==> src/rtl/uart_pkg.sv <==
// Shared UART definitions: receiver state encoding and baud-rate helpers.
// Also used by the transmit side, which shares the tick generator.
package uart_pkg;

    typedef enum logic [2:0] {
        RX_IDLE  = 3'd0,
        RX_START = 3'd1,
        RX_DATA  = 3'd2,
        RX_STOP  = 3'd3,
        RX_BREAK = 3'd4
    } rx_state_t;

    localparam int DEF_OVERSAMPLING = 16;
    localparam int MAJ_MID          = DEF_OVERSAMPLING / 2;

    // Rounded phase increment so that the accumulator carry fires Baud*Oversampling times per second
    function automatic int calc_inc(input int clk_hz, input int baud, input int os, input int acc_w);
        longint num;
        num = (longint'(baud) * longint'(os)) <<< acc_w;
        return int'((num + longint'(clk_hz / 2)) / longint'(clk_hz));
    endfunction

    function automatic int maj_mid(input int os);
        return os / 2;
    endfunction

endpackage

==> src/rtl/baud_tick_gen.sv <==
// Fractional baud tick generator: the accumulator carry is a one-cycle tick
// at Baud*Oversampling on average.
module baud_tick_gen #(
    parameter int AccWidth = 16,
    parameter int Inc      = 12080
) (
    input  logic clk,
    input  logic rst,
    output logic o_tick
);

    localparam logic [AccWidth:0] INC_V = Inc[AccWidth:0];

    logic [AccWidth:0] r_acc;

    // Phase accumulator; the previous carry is dropped before each add
    always_ff @(posedge clk) begin
        if (rst) begin
            r_acc <= {(AccWidth + 1){1'b0}};
        end else begin
            r_acc <= {1'b0, r_acc[AccWidth-1:0]} + INC_V;
        end
    end

    assign o_tick = r_acc[AccWidth];

endmodule

==> src/rtl/async_receiver.sv <==
// 8N1 UART receiver with 3-sample majority voting, valid/ack holding register,
// framing/overrun pulses and idle-gap / end-of-packet detection.
module async_receiver #(
    parameter int ClkFrequency = 10000000,
    parameter int Baud         = 115200,
    parameter int Oversampling = 16,
    parameter int AccWidth     = 16,
    parameter int IdleBits     = 10
) (
    input  logic       clk,
    input  logic       rst,
    input  logic       RxD,
    input  logic       rd_ack,
    output logic [7:0] RxD_data,
    output logic       RxD_data_ready,
    output logic       framing_error,
    output logic       overrun,
    output logic       RxD_idle,
    output logic       RxD_endofpacket
);
    import uart_pkg::*;

    localparam int OSW     = $clog2(Oversampling);
    localparam int INC     = calc_inc(ClkFrequency, Baud, Oversampling, AccWidth);
    localparam int MID     = maj_mid(Oversampling);
    localparam int GAP_MAX = IdleBits * Oversampling;
    localparam int GW      = $clog2(GAP_MAX + 1);
    localparam logic [OSW-1:0] CNT_S0  = OSW'(MID - 1);
    localparam logic [OSW-1:0] CNT_S1  = OSW'(MID);
    localparam logic [OSW-1:0] CNT_S2  = OSW'(MID + 1);
    localparam logic [GW-1:0]  GAP_SAT = GW'(GAP_MAX);

    logic            w_tick;
    logic            w_maj;
    logic            w_at_maj;
    logic            r_rx_meta;
    logic            r_rxs;
    rx_state_t       r_state;
    logic [OSW-1:0]  r_tick_cnt;
    logic [2:0]      r_bit_cnt;
    logic [1:0]      r_samp;
    logic [7:0]      r_shift;
    logic            r_done;
    logic            r_frm;
    logic [7:0]      r_data;
    logic            r_ready;
    logic            r_ovr;
    logic [GW-1:0]   r_gap;
    logic            r_idle;
    logic            r_eop;
    logic            r_got_byte;

    baud_tick_gen #(
        .AccWidth (AccWidth),
        .Inc      (INC)
    ) u_tick (
        .clk    (clk),
        .rst    (rst),
        .o_tick (w_tick)
    );

    // The third vote is the live synced sample on the decision tick
    assign w_maj    = (r_samp[0] & r_samp[1]) | (r_samp[0] & r_rxs) | (r_samp[1] & r_rxs);
    assign w_at_maj = w_tick && (r_tick_cnt == CNT_S2);

    // Two-flop synchronizer, idles high
    always_ff @(posedge clk) begin
        if (rst) begin
            r_rx_meta <= 1'b1;
            r_rxs     <= 1'b1;
        end else begin
            r_rx_meta <= RxD;
            r_rxs     <= r_rx_meta;
        end
    end

    // Frame state machine; r_done / r_frm are single-cycle results of the stop-bit vote
    always_ff @(posedge clk) begin
        if (rst) begin
            r_state    <= RX_IDLE;
            r_tick_cnt <= {OSW{1'b0}};
            r_bit_cnt  <= 3'd0;
            r_samp     <= 2'b00;
            r_shift    <= 8'h00;
            r_done     <= 1'b0;
            r_frm      <= 1'b0;
        end else begin
            r_done <= 1'b0;
            r_frm  <= 1'b0;
            if (w_tick) begin
                r_tick_cnt <= r_tick_cnt + OSW'(1);
                if (r_tick_cnt == CNT_S0) r_samp[0] <= r_rxs;
                if (r_tick_cnt == CNT_S1) r_samp[1] <= r_rxs;
                case (r_state)
                    RX_IDLE: begin
                        if (!r_rxs) begin
                            r_state    <= RX_START;
                            r_tick_cnt <= {OSW{1'b0}};
                        end
                    end
                    RX_START: begin
                        if (w_at_maj) begin
                            r_state   <= w_maj ? RX_IDLE : RX_DATA;
                            r_bit_cnt <= 3'd0;
                        end
                    end
                    RX_DATA: begin
                        if (w_at_maj) begin
                            r_shift   <= {w_maj, r_shift[7:1]};
                            r_bit_cnt <= r_bit_cnt + 3'd1;
                            if (r_bit_cnt == 3'd7) r_state <= RX_STOP;
                        end
                    end
                    RX_STOP: begin
                        if (w_at_maj) begin
                            if (w_maj) begin
                                r_done  <= 1'b1;
                                r_state <= RX_IDLE;
                            end else begin
                                r_frm   <= 1'b1;
                                r_state <= RX_BREAK;
                            end
                        end
                    end
                    RX_BREAK: begin
                        if (r_rxs) r_state <= RX_IDLE;
                    end
                    default: r_state <= RX_IDLE;
                endcase
            end
        end
    end

    // Holding register: a completion with a simultaneous ack replaces the byte instead of overrunning
    always_ff @(posedge clk) begin
        if (rst) begin
            r_data  <= 8'h00;
            r_ready <= 1'b0;
            r_ovr   <= 1'b0;
        end else begin
            r_ovr <= 1'b0;
            if (r_done) begin
                if (!r_ready || rd_ack) begin
                    r_data  <= r_shift;
                    r_ready <= 1'b1;
                end else begin
                    r_ovr <= 1'b1;
                end
            end else if (rd_ack && r_ready) begin
                r_ready <= 1'b0;
            end
        end
    end

    // Idle-gap counter and end-of-packet; only good bytes arm the end-of-packet pulse
    always_ff @(posedge clk) begin
        if (rst) begin
            r_gap      <= {GW{1'b0}};
            r_idle     <= 1'b0;
            r_eop      <= 1'b0;
            r_got_byte <= 1'b0;
        end else begin
            if (w_tick && (r_state == RX_IDLE)) begin
                if (!r_rxs) begin
                    r_gap <= {GW{1'b0}};
                end else if (r_gap != GAP_SAT) begin
                    r_gap <= r_gap + GW'(1);
                end
            end
            r_idle <= (r_gap == GAP_SAT);
            r_eop  <= 1'b0;
            if ((r_gap == GAP_SAT) && !r_idle && r_got_byte) begin
                r_eop      <= 1'b1;
                r_got_byte <= 1'b0;
            end else if (r_done) begin
                r_got_byte <= 1'b1;
            end
        end
    end

    assign RxD_data        = r_data;
    assign RxD_data_ready  = r_ready;
    assign framing_error   = r_frm;
    assign overrun         = r_ovr;
    assign RxD_idle        = r_idle;
    assign RxD_endofpacket = r_eop;

endmodule
==> config.mk <==
export PLATFORM = sky130hd
export DESIGN_NAME = async_receiver
export DESIGN_NICKNAME = d
export VERILOG_FILES = /design/src/rtl/uart_pkg.sv /design/src/rtl/baud_tick_gen.sv /design/src/rtl/async_receiver.sv
export SDC_FILE = /design/constraint.sdc
export NUM_CORES = 1
export LEC_CHECK = 0
export CAP_MARGIN = 20
export CORE_MARGIN = 2
export CORE_UTILIZATION = 55
export DETAILED_ROUTE_END_ITERATION = 16
export PLACE_DENSITY = 0.82
export RECOVER_POWER = 100
export SLEW_MARGIN = 15
export SYNTH_ARGS = -nofsm -noshare
export SYNTH_HDL_FRONTEND = slang
export SYNTH_SLANG_ARGS = --single-unit
==> constraint.sdc <==
create_clock -name clk -period 1.8 [get_ports clk]
set_input_delay 0.45 -clock clk [delete_from_list [all_inputs] [get_ports clk]]
set_output_delay 0.45 -clock clk [all_outputs]
set_load 0.005 [all_outputs]
==> results of run 1 <==
[power by group through the flow]
stage / sequential [mW] / clock (mW) / combinational (mW)
detailed placement: 1.41 / 0 / 0.207
global route: 1.39 / 1.08 / 0.232
CTS: 1.39 / 1.03 / 0.209
finish: 1.39 / 0.998 / 0.204
global placement: 1.41 / 0 / 0.199
floorplan: 1.40 / 0 / 0.159
[registers in the layout, indices dropped and copies added, names as in the netlist]
| signal | flops |
|---|---|
| r_shift | 8 |
| RxD_data_ready | 1 |
| r_rxs | 1 |
| r_state | 3 |
| r_samp | 2 |
| overrun | 1 |
| r_rx_meta | 1 |
| r_gap | 8 |
| u_tick.r_acc | 13 |
| RxD_data | 8 |
| RxD_idle | 1 |
| RxD_endofpacket | 1 |
| r_got_byte | 1 |
| framing_error | 1 |
| r_done | 1 |
| r_tick_cnt | 4 |
| r_bit_cnt | 3 |
[routing by layer]
layer,GRT usage (%),share of wire [%],up-vias
met5,0,0,-
met4,12.58,2.4,0
met3,6.250,4.9,12
met2,32.62,45,59
met1,26.65,48,1017
li1,-,-,1097
[layout make-up]
class / count / share of cell area (%)
Multi-Input combinational cell: 199 / 43.02
Clock buffer: 11 / 4.766
Inverter: 10 / 1.265
Clock inverter: 3 / 0.5905
Sequential cell: 58 / 39.14
Timing Repair Buffer: 32 / 9.026
Tap cell: 52 / 2.193
[through the flow]
| step | hold WS (ns) | worst slack (ns) | area (µm²) | util (%) | power, mW |
|---|---|---|---|---|---|
| 4_1_cts | 0.4097 | 0.06546 | 2992 | 67.77 | 2.622 |
| 3_3_place_gp | 0.3947 | 0.1289 | 2833 | 64.17 | 1.609 |
| 3_5_place_dp | 0.3937 | 0.07238 | 2833 | 64.17 | 1.620 |
| 6_report | 0.4091 | 0.1138 | 2967 | 67.21 | 2.589 |
| 5_1_grt | 0.4374 | 0.04559 | 2967 | 67.21 | 2.700 |
| 2_1_floorplan | 0.3895 | 0.1278 | 2557 | - | 1.562 |
[repair_timing]
action	in CTS	in global routing
endpoints found under the hold margin	0	0
resized for setup	0	1
buffers inserted	0	0
setup endpoints to repair	0	2
[cell families after synthesis]
| logic type | synth area share, % |
|---|---|
| AND/OR/NAND/NOR | 22.31 |
| AO/OA/AOI/OAI | 18.79 |
| flip-flops | 45.40 |
| buffers and inverters | 4.696 |
| adder cells (fa/ha/maj) | 4.305 |
| XOR/XNOR | 2.397 |
| multiplexers | 2.104 |
[cells in the final DEF, fill, tap and decap left out, types with 2 or more instances in the layout]
cell type / instances
a211oi_1: 2
a21oi_1: 35
and3_1: 2
and4b_1: 3
buf_4: 8
clkbuf_1: 7
clkbuf_8: 10
clkdlybuf4s50_1: 2
clkinv_2: 2
dfxtp_1: 58
dlygate4sd3_1: 14
ha_1: 8
inv_1: 10
mux2_2: 3
mux2i_1: 2
nand2_1: 8
nand3_1: 23
nand3b_1: 2
nand4_1: 5
nand4b_1: 4
nor2_1: 16
nor2b_1: 4
nor3_1: 7
nor4b_1: 3
o2111ai_1: 2
o21ai_0: 21
o31ai_1: 6
or2_2: 3
or3_1: 4
or4_1: 8
xnor2_1: 2
xor2_1: 5
[worst paths after layout]
path / startpoint / cells after the start / endpoint / slack (ns)
worst max-delay path: RxD_data_ready / 1 / RxD_data_ready / 0.11
worst min-delay path: r_rx_meta / 1 / r_rxs / 0.41
worst max register to register: r_state[2] / 3 / r_gap[7] / 0.13
worst min register to register: r_rx_meta / 1 / r_rxs / 0.41
==> out/results.tsv, run 1 <==
stage	metric	value	unit
routing	drt wl/cell	13.61	µm
global_routing	antenna violations before repair	0	
die	Initial Util	57.94	%
clocking	clock sinks	58	
global_routing	number of global-route vias before repair	2008	
pwr	Clock power frac	38.5	%
routing	DRC marker count from the first detailed-route iteration	104	
synthesis	Synthesis Warnings	0	
synthesis	post-synth cell types	49	
die	die area	5211	µm²
die	row count	24	
worst_setup_path	CP Launch Type	flop	
synthesis	Syn Inst Count	287	
synthesis	Yosys top cell area share	45.40	%
final_layout	total of fill cells in the finished design	345	
synthesis	Seq cells post-synth	58	
pwr	peak supply drop	0.5718	mV
pwr	Logic pwr share	7.9	%
worst_setup_path	crit-path max FO	3	
hold_path	HP Class	flop to flop	
worst_setup_path	CP max-delay cell	dlygate4sd3_1	
clocking	H-tree Lvls	3	
routing	DRC viols	0	
clocking	clock root cell	clkbuf_8	
clocking	Clock Path Buffers	2	
worst_setup_path	crit path cell chain	dlygate4sd3_1	
synthesis	count leader, synth	dfxtp_1	
clocking	CTS Buf Count	9	
synthesis	fraction of registers with async set/reset	0	%
place	port buffer count	16	
worst_setup_path	Critical Path AT	1.24	ns
global_routing	GRT Residual Overflow	0	
timing	RSZ-0062 raised after global routing	false	
final_layout	area delta synth->final	16.00	%
timing	Fin Setup TNS	0	ns
synthesis	syn_area_per_cell	8.911	µm²
timing	crit share post-route	93.68	%
place	RePlAce Congestion	0.8320	
timing	worst-margin pin slew	0.5085	ns
worst_setup_path	crit end category	output port	
routing	routed vias/inst	5.986	
global_routing	first-pass GRT wire length	8645	µm
die	Die Span X	72.19	µm
pwr	Pwr Density	872.8	nW/µm²
die	core area	4414	µm²
routing	TritonRoute pass-1 iters	4	
final_layout	register area	1161	µm²
worst_setup_path	CP required	1.35	ns
run	max cap viols	0	
place	HPWL after DPL	3312	µm
clocking	CTS Hold Bufs	0	
synthesis	Post-Syn Area	2557	µm²
final_layout	share of layout cells above drive strength 1	10.22	%
synthesis	Synth Net Count	299	
global_routing	largest net degree at the start of global routing	30	
die	IO Count	17	
final_layout	non-filler instance count after layout	365	
pwr	P_sw	0.6275	mW
final_layout	fin nets	322	
final_layout	ANT cells	0	
timing	fmax	0.5930	GHz
place	placed insts	351	
clocking	CTS tree	done	
status	status	finished clean	
worst_setup_path	critical path type	flop to output port	
synthesis	register area share after synthesis	45.40	%
pwr	P_leak	1.110	nW
timing	Slew Limit Fails	0	
timing	Clock Skew	0.004289	ns
timing	relative slew slack	66.10	%
worst_setup_path	crit-path max cell delay	0.57	ns
pwr	Net Sw Frac	24.24	%
die	Die H	72.19	µm
synthesis	Post-synth top cells	dfxtp_1, a21oi_1, nand3_1, o21ai_0, nor2_1	
synthesis	number of flops mapped to enable cells by yosys	0	
routing	total routed wirelength	4968	µm
final_layout	area of the multi-input gates	1276	µm²
synthesis	Main synth FF type	dfxtp_1	
timing	Tmin final	1.686	ns
worst_setup_path	top cell family by delay on the critical path	buffers and inverters	
clocking	Clock Latency Late Sink	0.34	ns
pwr	Int Power	1.962	mW
worst_setup_path	CP bufs+invs	1	
global_routing	gr usage total	21.32	%
timing	Final Setup Violations	0	
routing	Detail Route Antenna Nets	0	
synthesis	Yosys top cell by area	dfxtp_1	
synthesis	ranking of synthesized cells by area	dfxtp_1, a21oi_1, nand3_1	
timing	Fin. Hold Viols	0	
routing	via count of the routed design	2185	
clocking	Worst-path clk slew	0.06	ns
pwr	Flop pwr share	53.6	%
No activity file was read; power rests on OpenSTA's default activity.
==> inputs of run 2 (changes only) <==
--- a/config.mk
+++ b/config.mk
@@ -11,7 +11,8 @@
 export DETAILED_ROUTE_END_ITERATION = 16
 export PLACE_DENSITY = 0.82
 export RECOVER_POWER = 100
-export SLEW_MARGIN = 15
+export SKIP_LAST_GASP = 1
+export SLEW_MARGIN = 20
 export SYNTH_ARGS = -nofsm -noshare
 export SYNTH_HDL_FRONTEND = slang
 export SYNTH_SLANG_ARGS = --single-unit
==> results of run 2 <==
Final layout, timing and power as in run 1 (identical DEF).
==> inputs of run 3 (changes only) <==
--- a/config.mk
+++ b/config.mk
@@ -8,6 +8,7 @@
 export CAP_MARGIN = 20
 export CORE_MARGIN = 2
 export CORE_UTILIZATION = 55
+export CTS_BUF_LIST = sky130_fd_sc_hd__clkbuf_4
 export DETAILED_ROUTE_END_ITERATION = 16
 export PLACE_DENSITY = 0.82
 export RECOVER_POWER = 100
==> run 3 against run 2 <==
Against the previous run: final area is 2.4% lower; utilization fell by 1.6 points; maximum frequency is 2.7% lower; critical path type unchanged; critical endpoint is now RxD_data[0]; largest cell class unchanged.
==> out/results.tsv, run 3 (same netlist as run 1, synthesis figures left out) <==
stage	metric	value	unit
routing	DRC marker count from the first detailed-route iteration	120	
final_layout	share of layout cells above drive strength 1	11.18	%
routing	DRC viols	0	
pwr	peak supply drop	0.5275	mV
place	Placement Setup Slack	0.07238	ns
routing	drt wl/cell	13.58	µm
pwr	P_sw	0.5903	mW
routing	TritonRoute pass-1 iters	5	
final_layout	max reg flops	13	
worst_setup_path	CP required	1.35	ns
timing	Final Setup Violations	0	
die	row count	24	
final_layout	Largest Register	u_tick.r_acc	
timing	crit share post-route	96.30	%
die	Die H	72.19	µm
worst_setup_path	CP max-delay cell	dlygate4sd3_1	
clocking	clock sinks	58	
pwr	Clock power frac	31.3	%
die	core area	4414	µm²
hold_path	HP Class	flop to flop	
clocking	Clock Path Buffers	2	
routing	routed vias/inst	6.038	
worst_setup_path	worst r2r src	r_state[2]	
global_routing	largest net degree at the start of global routing	30	
global_routing	antenna violations before repair	0	
worst_setup_path	critical path type	flop to output port	
worst_setup_path	CP Launch Type	flop	
pwr	Logic pwr share	8.7	%
worst_setup_path	CP bufs+invs	1	
global_routing	GRT Residual Overflow	0	
die	die area	5211	µm²
timing	RSZ-0062 raised after global routing	false	
status	status	finished clean	
clocking	CTS tree	done	
clocking	CTS Buf Count	9	
clocking	H-tree Lvls	3	
routing	total routed wirelength	4955	µm
timing	Slew Limit Fails	0	
worst_setup_path	crit-path max cell delay	0.56	ns
hold_path	critical hold path startpoint	r_rx_meta	
pwr	Int Power	1.716	mW
pwr	Flop pwr share	60.1	%
worst_setup_path	launch point of the worst path	RxD_data[0]	
timing	Clock Skew	0.01032	ns
timing	Fin Setup TNS	0	ns
clocking	Worst-path clk slew	0.10	ns
clocking	clock root cell	clkbuf_4	
timing	fmax	0.5769	GHz
place	RePlAce Congestion	0.8320	
worst_setup_path	crit end category	output port	
final_layout	area delta synth->final	13.21	%
place	port buffer count	16	
timing	relative slew slack	62.93	%
global_routing	gr usage total	20.93	%
place	HPWL after DPL	3312	µm
timing	worst-margin pin slew	0.5560	ns
timing	Fin. Hold Viols	0	
pwr	Net Sw Frac	25.60	%
timing	Tmin final	1.733	ns
die	IO Count	17	
routing	Detail Route Antenna Nets	0	
final_layout	commonest cells after routing, fill and taps aside	dfxtp_1, a21oi_1, nand3_1, o21ai_0, nor2_1	
global_routing	first-pass GRT wire length	8625	µm
worst_setup_path	top cell family by delay on the critical path	buffers and inverters	
pwr	P_leak	1.057	nW
final_layout	fin nets	322	
pwr	Pwr Density	796.5	nW/µm²
clocking	Clock Latency Late Sink	0.40	ns
worst_setup_path	Critical Path AT	1.28	ns
worst_setup_path	crit path cell chain	dlygate4sd3_1	
final_layout	total of fill cells in the finished design	361	
final_layout	ANT cells	0	
worst_setup_path	crit-path max FO	2	
run	max cap viols	0	
final_layout	commonest non-fill, non-tap cell in the layout	dfxtp_1	
routing	via count of the routed design	2204	
timing	Final WS setup	0.06656	ns
die	Initial Util	57.94	%
global_routing	number of global-route vias before repair	2001	
die	Die Span X	72.19	µm
==> run 3: cell count changes in the layout (fill, tap and decap cells not counted), sizes merged <==
cell,delta
dlygate4sd3,-9
clkdlybuf4s50,+9
clkinv,+1
clkbuf,-1
==> run 3: per-stage QoR <==
step                cell area (µm²)  instances  hold slack [ns]  utilization, %  power, mW
floorplan                      2557        287           0.3895               -      1.562
global placement               2833        351           0.3947           64.17      1.609
detailed placement             2833        351           0.3937           64.17      1.620
CTS                            2929        365           0.4152           66.35      2.340
global route                   2895        365           0.4503           65.59      2.410
finish                         2895        365           0.4131           65.59      2.306
==> run 3: worst reg2reg max path: cells and delay by family, from the launching register on <==
kind,cells,cell delay (ns)
DFF,1,0.32
AOI/OAI and AO/OA,1,0.15
and+or+nand+nor,2,1.15
==> run 3: timing repair <==
action / 4_1_cts / 5_1_grt
setup buffers: 0 / 0
endpoints found under the setup margin: 0 / 3
hold buffers: 0 / 0
gates resized for setup: 0 / 2
==> run 3: area by class of cell <==
| cell class | count | area, µm² | area share, % |
|---|---|---|---|
| tap | 52 | 65.06 | 2.247 |
| inverter | 10 | 37.54 | 1.296 |
| timing repair buffer | 32 | 257.7 | 8.902 |
| clock inverter | 4 | 21.27 | 0.7347 |
| clock buffer | 10 | 75.07 | 2.593 |
| sequential | 58 | 1162 | 40.15 |
| multi-input combinational | 199 | 1276 | 44.08 |
==> run 3: path summary, 6_finish.rpt <==
path / endpoint / slack, ns / cells after the start
worst max register to register: r_gap[7] / 0.12 / 3
worst max-delay path: RxD_data[0] / 0.07 / 1
worst min-delay path: r_rxs / 0.41 / 1
worst min register to register: r_rxs / 0.41 / 1
==> run 3: power by group through the flow <==
stage	clock network [mW]	registers (mW)	logic, mW
3_5_place_dp	0	1.41	0.207
2_1_floorplan	0	1.40	0.159
3_3_place_gp	0	1.41	0.199
5_1_grt	0.790	1.39	0.228
4_1_cts	0.749	1.38	0.208
6_report	0.721	1.39	0.200
==> run 3: layer usage <==
| metal | global-route usage, % | part of all wire [%] |
|---|---|---|
| met1 | 26.72 | 48 |
| met2 | 32.72 | 45 |
| met3 | 4.583 | 4.7 |
| met4 | 11.95 | 2.2 |
| met5 | 0 | 0 |
